<file path="config.mk">
export PLATFORM = sky130hd
export DESIGN_NAME = adc_xy_capture_ctrl
export DESIGN_NICKNAME = d
export VERILOG_FILES = /design/src/rtl/adc_xy_pkg.sv /design/src/rtl/adc_xy_capture_ctrl_sat_counter.sv /design/src/rtl/adc_xy_capture_ctrl.sv
export SDC_FILE = /design/constraint.sdc
export NUM_CORES = 1
export LEC_CHECK = 0
export BUFFER_PORTS_ARGS = -buffer_cell sky130_fd_sc_hd__buf_2
export CORE_ASPECT_RATIO = 0.5
export CORE_MARGIN = 10
export CORE_UTILIZATION = 50
export CTS_CLUSTER_SIZE = 8
export DETAILED_ROUTE_END_ITERATION = 8
export GPL_ROUTABILITY_DRIVEN = 0
export PLACE_DENSITY = 0.73
export SETUP_SLACK_MARGIN = 0.2
export SYNTH_ARGS = -nofsm -noshare
export SYNTH_HDL_FRONTEND = slang
export SYNTH_HIERARCHICAL = 1
export SYNTH_SLANG_ARGS = --single-unit
</file>
<file path="constraint.sdc">
create_clock -name adc_clk -period 2.4 [get_ports adc_clk]
set_clock_uncertainty 0.1 [all_clocks]
set_input_delay 0.36 -clock adc_clk [delete_from_list [all_inputs] [get_ports adc_clk]]
set_output_delay 0.36 -clock adc_clk [all_outputs]
set_load 0.05 [all_outputs]
</file>
<file path="src/rtl/adc_xy_pkg.sv">
// Shared types and default timing for the X/Y ADC capture path.
package adc_xy_pkg;

    typedef enum logic [2:0] {
        CAP_OFF   = 3'd0,
        CAP_WAKE  = 3'd1,
        CAP_PRIME = 3'd2,
        CAP_RUN   = 3'd3,
        CAP_DRAIN = 3'd4
    } cap_state_t;

    // Also used by the capture datapath to size its color delay line.
    localparam int unsigned ADC_PIPE_CYCLES = 9;
    localparam int unsigned ADC_WAKE_CYCLES = 64;

endpackage

</file>
<file path="src/rtl/adc_xy_capture_ctrl_sat_counter.sv">
// Saturating up-counter; clear has priority over a same-cycle increment.
module sat_counter #(
    parameter int unsigned WIDTH = 16
) (
    input  logic             clk,
    input  logic             reset,
    input  logic             clr,
    input  logic             inc,
    output logic [WIDTH-1:0] count
);

    always_ff @(posedge clk) begin
        if (reset || clr) begin
            count <= '0;
        end else if (inc && (count != '1)) begin
            count <= count + WIDTH'(1);
        end
    end

endmodule

</file>
<file path="src/rtl/adc_xy_capture_ctrl.sv">
// ADC power/prime/drain sequencer for the X/Y capture path, with FIFO
// backpressure gating, saturating sample/drop statistics and beam-idle flag.
module adc_xy_capture_ctrl
    import adc_xy_pkg::*;
#(
    parameter int unsigned WAKE_CYCLES = ADC_WAKE_CYCLES,
    parameter int unsigned PIPE_CYCLES = ADC_PIPE_CYCLES,
    parameter int unsigned IDLE_CYCLES = 4096,
    parameter int unsigned CNT_BITS    = 16
) (
    input  logic                adc_clk,
    input  logic                reset,
    input  logic                run_req,
    input  logic                pixel_lit,
    input  logic                data_changed,
    input  logic                fifo_almost_full,
    input  logic                cnt_clr,
    output logic                adc_pwdn,
    output logic                adc_oe_n,
    output logic                capture_en,
    output logic                running,
    output logic                beam_idle,
    output logic [CNT_BITS-1:0] sample_cnt,
    output logic [CNT_BITS-1:0] drop_cnt
);

    localparam int unsigned MAX_CYC = (WAKE_CYCLES > PIPE_CYCLES) ? WAKE_CYCLES : PIPE_CYCLES;
    localparam int unsigned TMR_W   = (MAX_CYC > 1) ? $clog2(MAX_CYC) : 1;
    localparam int unsigned IDLE_W  = $clog2(IDLE_CYCLES + 1);

    localparam logic [TMR_W-1:0]  WAKE_LOAD = TMR_W'(WAKE_CYCLES - 1);
    localparam logic [TMR_W-1:0]  PIPE_LOAD = TMR_W'(PIPE_CYCLES - 1);
    localparam logic [IDLE_W-1:0] IDLE_MAX  = IDLE_W'(IDLE_CYCLES);

    cap_state_t        state;
    logic [TMR_W-1:0]  timer;
    logic [IDLE_W-1:0] idle_ctr;
    logic [IDLE_W-1:0] idle_nxt;
    logic              in_window;
    logic              ev;
    logic              sample_inc;
    logic              drop_inc;

    // Sequencer; registered outputs are updated on the same edge as the state.
    always_ff @(posedge adc_clk) begin
        if (reset) begin
            state    <= CAP_OFF;
            timer    <= '0;
            adc_pwdn <= 1'b1;
            adc_oe_n <= 1'b1;
            running  <= 1'b0;
        end else begin
            case (state)
                CAP_OFF: begin
                    if (run_req) begin
                        state    <= CAP_WAKE;
                        timer    <= WAKE_LOAD;
                        adc_pwdn <= 1'b0;
                        adc_oe_n <= 1'b0;
                    end
                end
                CAP_WAKE: begin
                    if (!run_req) begin
                        state    <= CAP_OFF;
                        timer    <= '0;
                        adc_pwdn <= 1'b1;
                        adc_oe_n <= 1'b1;
                    end else if (timer == '0) begin
                        state <= CAP_PRIME;
                        timer <= PIPE_LOAD;
                    end else begin
                        timer <= timer - TMR_W'(1);
                    end
                end
                CAP_PRIME: begin
                    if (!run_req) begin
                        state    <= CAP_OFF;
                        timer    <= '0;
                        adc_pwdn <= 1'b1;
                        adc_oe_n <= 1'b1;
                    end else if (timer == '0) begin
                        state   <= CAP_RUN;
                        running <= 1'b1;
                    end else begin
                        timer <= timer - TMR_W'(1);
                    end
                end
                CAP_RUN: begin
                    if (!run_req) begin
                        state   <= CAP_DRAIN;
                        timer   <= PIPE_LOAD;
                        running <= 1'b0;
                    end
                end
                CAP_DRAIN: begin
                    // A renewed request resumes capture without cycling ADC power.
                    if (run_req) begin
                        state   <= CAP_RUN;
                        timer   <= '0;
                        running <= 1'b1;
                    end else if (timer == '0) begin
                        state    <= CAP_OFF;
                        adc_pwdn <= 1'b1;
                        adc_oe_n <= 1'b1;
                    end else begin
                        timer <= timer - TMR_W'(1);
                    end
                end
                default: begin
                    state    <= CAP_OFF;
                    timer    <= '0;
                    adc_pwdn <= 1'b1;
                    adc_oe_n <= 1'b1;
                    running  <= 1'b0;
                end
            endcase
        end
    end

    // Backpressure acts in the same cycle; DRAIN still lands in-flight samples.
    assign in_window  = (state == CAP_RUN) || (state == CAP_DRAIN);
    assign capture_en = in_window && !fifo_almost_full;
    assign ev         = pixel_lit && data_changed;
    assign sample_inc = capture_en && ev;
    assign drop_inc   = in_window && fifo_almost_full && ev;

    sat_counter #(.WIDTH(CNT_BITS)) u_sample_cnt (
        .clk   (adc_clk),
        .reset (reset),
        .clr   (cnt_clr),
        .inc   (sample_inc),
        .count (sample_cnt)
    );

    sat_counter #(.WIDTH(CNT_BITS)) u_drop_cnt (
        .clk   (adc_clk),
        .reset (reset),
        .clr   (cnt_clr),
        .inc   (drop_inc),
        .count (drop_cnt)
    );

    // Unlit-run length, saturating at IDLE_CYCLES.
    always_comb begin
        idle_nxt = '0;
        if ((state == CAP_RUN) && !pixel_lit) begin
            idle_nxt = (idle_ctr == IDLE_MAX) ? idle_ctr : idle_ctr + IDLE_W'(1);
        end
    end

    always_ff @(posedge adc_clk) begin
        if (reset) begin
            idle_ctr  <= '0;
            beam_idle <= 1'b0;
        end else begin
            idle_ctr  <= idle_nxt;
            beam_idle <= (idle_nxt == IDLE_MAX);
        end
    end

endmodule
</file>
==> impl_metrics.toml <==
[status]
status = "finished clean"

[clock_tree]
clk_pin_slew_ps = 50
numCtsBuffers = 9
cts_max_path_buffers = 2
cts_sinks = 57
cts_hold_buf = 0
cts-root-buf = "clkbuf_16"
clk-insertion-delay-late_ps = 330
cts_tree = "done"
h-tree-depth = 3

[pwr]
intPower_uw = 1920
seq_power_share = 0.399
pwr-share-comb = 0.074
clockPowerShare = 0.528
finalPower_uw = 2460
leakage_uw = 0.00159
swShare = 0.221
ir_drop_v = 0.000409
powerDensity_mw_per_mm2 = 615
p_sw_uw = 544

[floorplan]
num_rows = 20
io_pins = 44
die_height_um = 77.8
core_mm2 = 0.00626
dieArea_mm2 = 0.0105
start_util = 0.534
die_w_um = 136

[route]
viasPerCell = 6.08
routed_wl_um = 8670
wl_per_cell_um = 16.1
drt_iter0_drc = 166
vias = 3283
drc_errors = 0
antenna_left = 0
drt_pass1_iterations = 5

[timing]
max_slew_margin = 0.549
clock.fmax_ghz = 0.479
worst_slew_pin_slew_ps = 671
min_period_ps = 2090
fin_tns_setup_ps = 0
post-route-period-util = 0.870
hold_violations = 0
slew_viol_final = 0
setup_violations = 0
rsz0062_at_grt = "no"

[finish]
multi_input_area_mm2 = 0.00211
syn_to_final_growth_pct = 19.9
insertedDiodeCount = 0
fillers = 551
register_area_mm2 = 0.00115
drive_above_1_share = 0.226
final_common_cell = "dfxtp_1"
fin_nets = 461
mostFrequentLayoutCells = "55 x dfxtp_1, 43 x buf_2, 36 x nor2_1, 32 x a21oi_1, 28 x nand2_1"

[global_routing]
grt_pass1_vias = 3055
antenna_found_initial = 0
grtUsageTotal = 0.169
grt_overflow = 0
grt_pass1_wl_um = 14900
grt_max_degree = 19

[placement]
port_buffers = 43
dp_hpwl_um = 6190

[logic_synthesis]
synth_edf_count = 0
synth_flop_cell = "dfxtp_1"
synth-seq-cells = 57
synthArstFlopShare = 0
synthesis.area_mm2 = 0.00334
synth-seq-area-share = 0.342
ys_warn_count = 6
synth.avg_cell_area_um2 = 8.29
synth_nets = 417
syn_inst = 403
ys_types = 59

[critical_path]
crit_required_ps = 2540
cp.arrival_ps = 2230
endpoint_kind = "flop"
crit_fanout = 7
critPathKind = "flop to flop"
worstSetupStartpointType = "flop"

[worst_hold_path]
hold_path.class = "input pin to flop"

[run]
drv_cap = 0
worst max-delay path: stages (launching register included):
cell      delay, ps
dfxtp_1         420
ha_2            280
and4_2          300
or4b_1          460
nand3_1         100
o211ai_1        100
nor4b_2         240
kinds of logic after synthesis:
kind of cell	count (synthesis)	share of synthesized area
buffers and inverters	30	0.0367
muxes	2	0.00674
DFF	57	0.342
adders and majority gates	7	0.0262
and+or+nand+nor	185	0.331
xor gates and xnor gates	22	0.0577
AOI/OAI and AO/OA	100	0.200
power by group through the flow:
stage,Combinational [µW],Clock [µW],Sequential (µW)
after detailed placement,177,0,1000
after CTS,178,1320,981
after global routing,200,1380,983
after global placement,171,0,999
final,181,1300,982
after floorplan,136,0,999
cell usage after synthesis (3+ instances only):
library cell / instances / share of area
a21oi_1: 33 / 0.049
a2bb2oi_1: 3 / 0.0079
a31oi_1: 10 / 0.019
a41o_1: 8 / 0.024
and2_1: 8 / 0.015
and3_1: 3 / 0.0056
and4_1: 12 / 0.031
buf_2: 3 / 0.0045
clkbuf_1: 15 / 0.017
dfxtp_1: 57 / 0.34
ha_1: 7 / 0.026
inv_1: 8 / 0.0090
nand2_1: 29 / 0.033
nand2b_1: 4 / 0.0075
nand3_1: 17 / 0.025
nand3b_1: 3 / 0.0067
nand4_1: 14 / 0.026
nor2_1: 38 / 0.043
nor3_1: 14 / 0.021
o21ai_0: 19 / 0.028
o31ai_1: 8 / 0.018
or2_2: 3 / 0.0056
or3_1: 12 / 0.022
or4_1: 6 / 0.013
xnor2_1: 7 / 0.018
xor2_1: 15 / 0.039
state kept, by name, indices dropped and copies added, names as in the netlist:
signal and count:
state 3, beam_idle 1, u_sample_cnt/count 16, u_drop_cnt/count 16, adc_oe_n 1, timer 6
idle_ctr 13, running 1
path summary, 6_finish.rpt:
kind / cells after the start / slack [ps] / endpoint / startpoint
worst max-delay path: 6 / 310 / beam_idle / idle_ctr[0]
worst max register to register: 6 / 310 / beam_idle / idle_ctr[0]
worst min-delay path: 3 / 290 / u_sample_cnt/count[12] / cnt_clr
worst min register to register: 2 / 420 / u_drop_cnt/count[1] / u_drop_cnt/count[1]
routing by layer:
layer  GRT usage  vias to the layer above  part of all wire
li1            -                     1607                 -
met1       0.201                     1566              0.43
met2       0.271                      101              0.48
met3      0.0649                        9             0.071
met4      0.0598                        0             0.011
met5           0                        -                 0
what timing repair did:
| action | 4_1_cts | 5_1_grt |
|---|---|---|
| setup endpoints to repair | 0 | 6 |
| buffers inserted | 0 | 2 |
| gates resized for setup | 0 | 5 |
metrics by stage:
stage	setup WS (ps)	hold WS, ps	utilization	cells	instance area (µm²)
floorplan	185	329	-	403	3380
global placement	353	387	0.587	522	3670
detailed placement	293	408	0.587	522	3670
CTS	275	279	0.636	538	3980
global route	196	292	0.640	540	4000
finish	311	287	0.640	540	4000
layout make-up:
cell class,count,area share
multi-input cells,316,0.526
flip-flops and latches,57,0.286
repair buffers,54,0.0744
clock buffers,14,0.0685
well taps,88,0.0275
clock inverters,2,0.00875
inverters,9,0.00844
(Power assumes the default switching activity.)
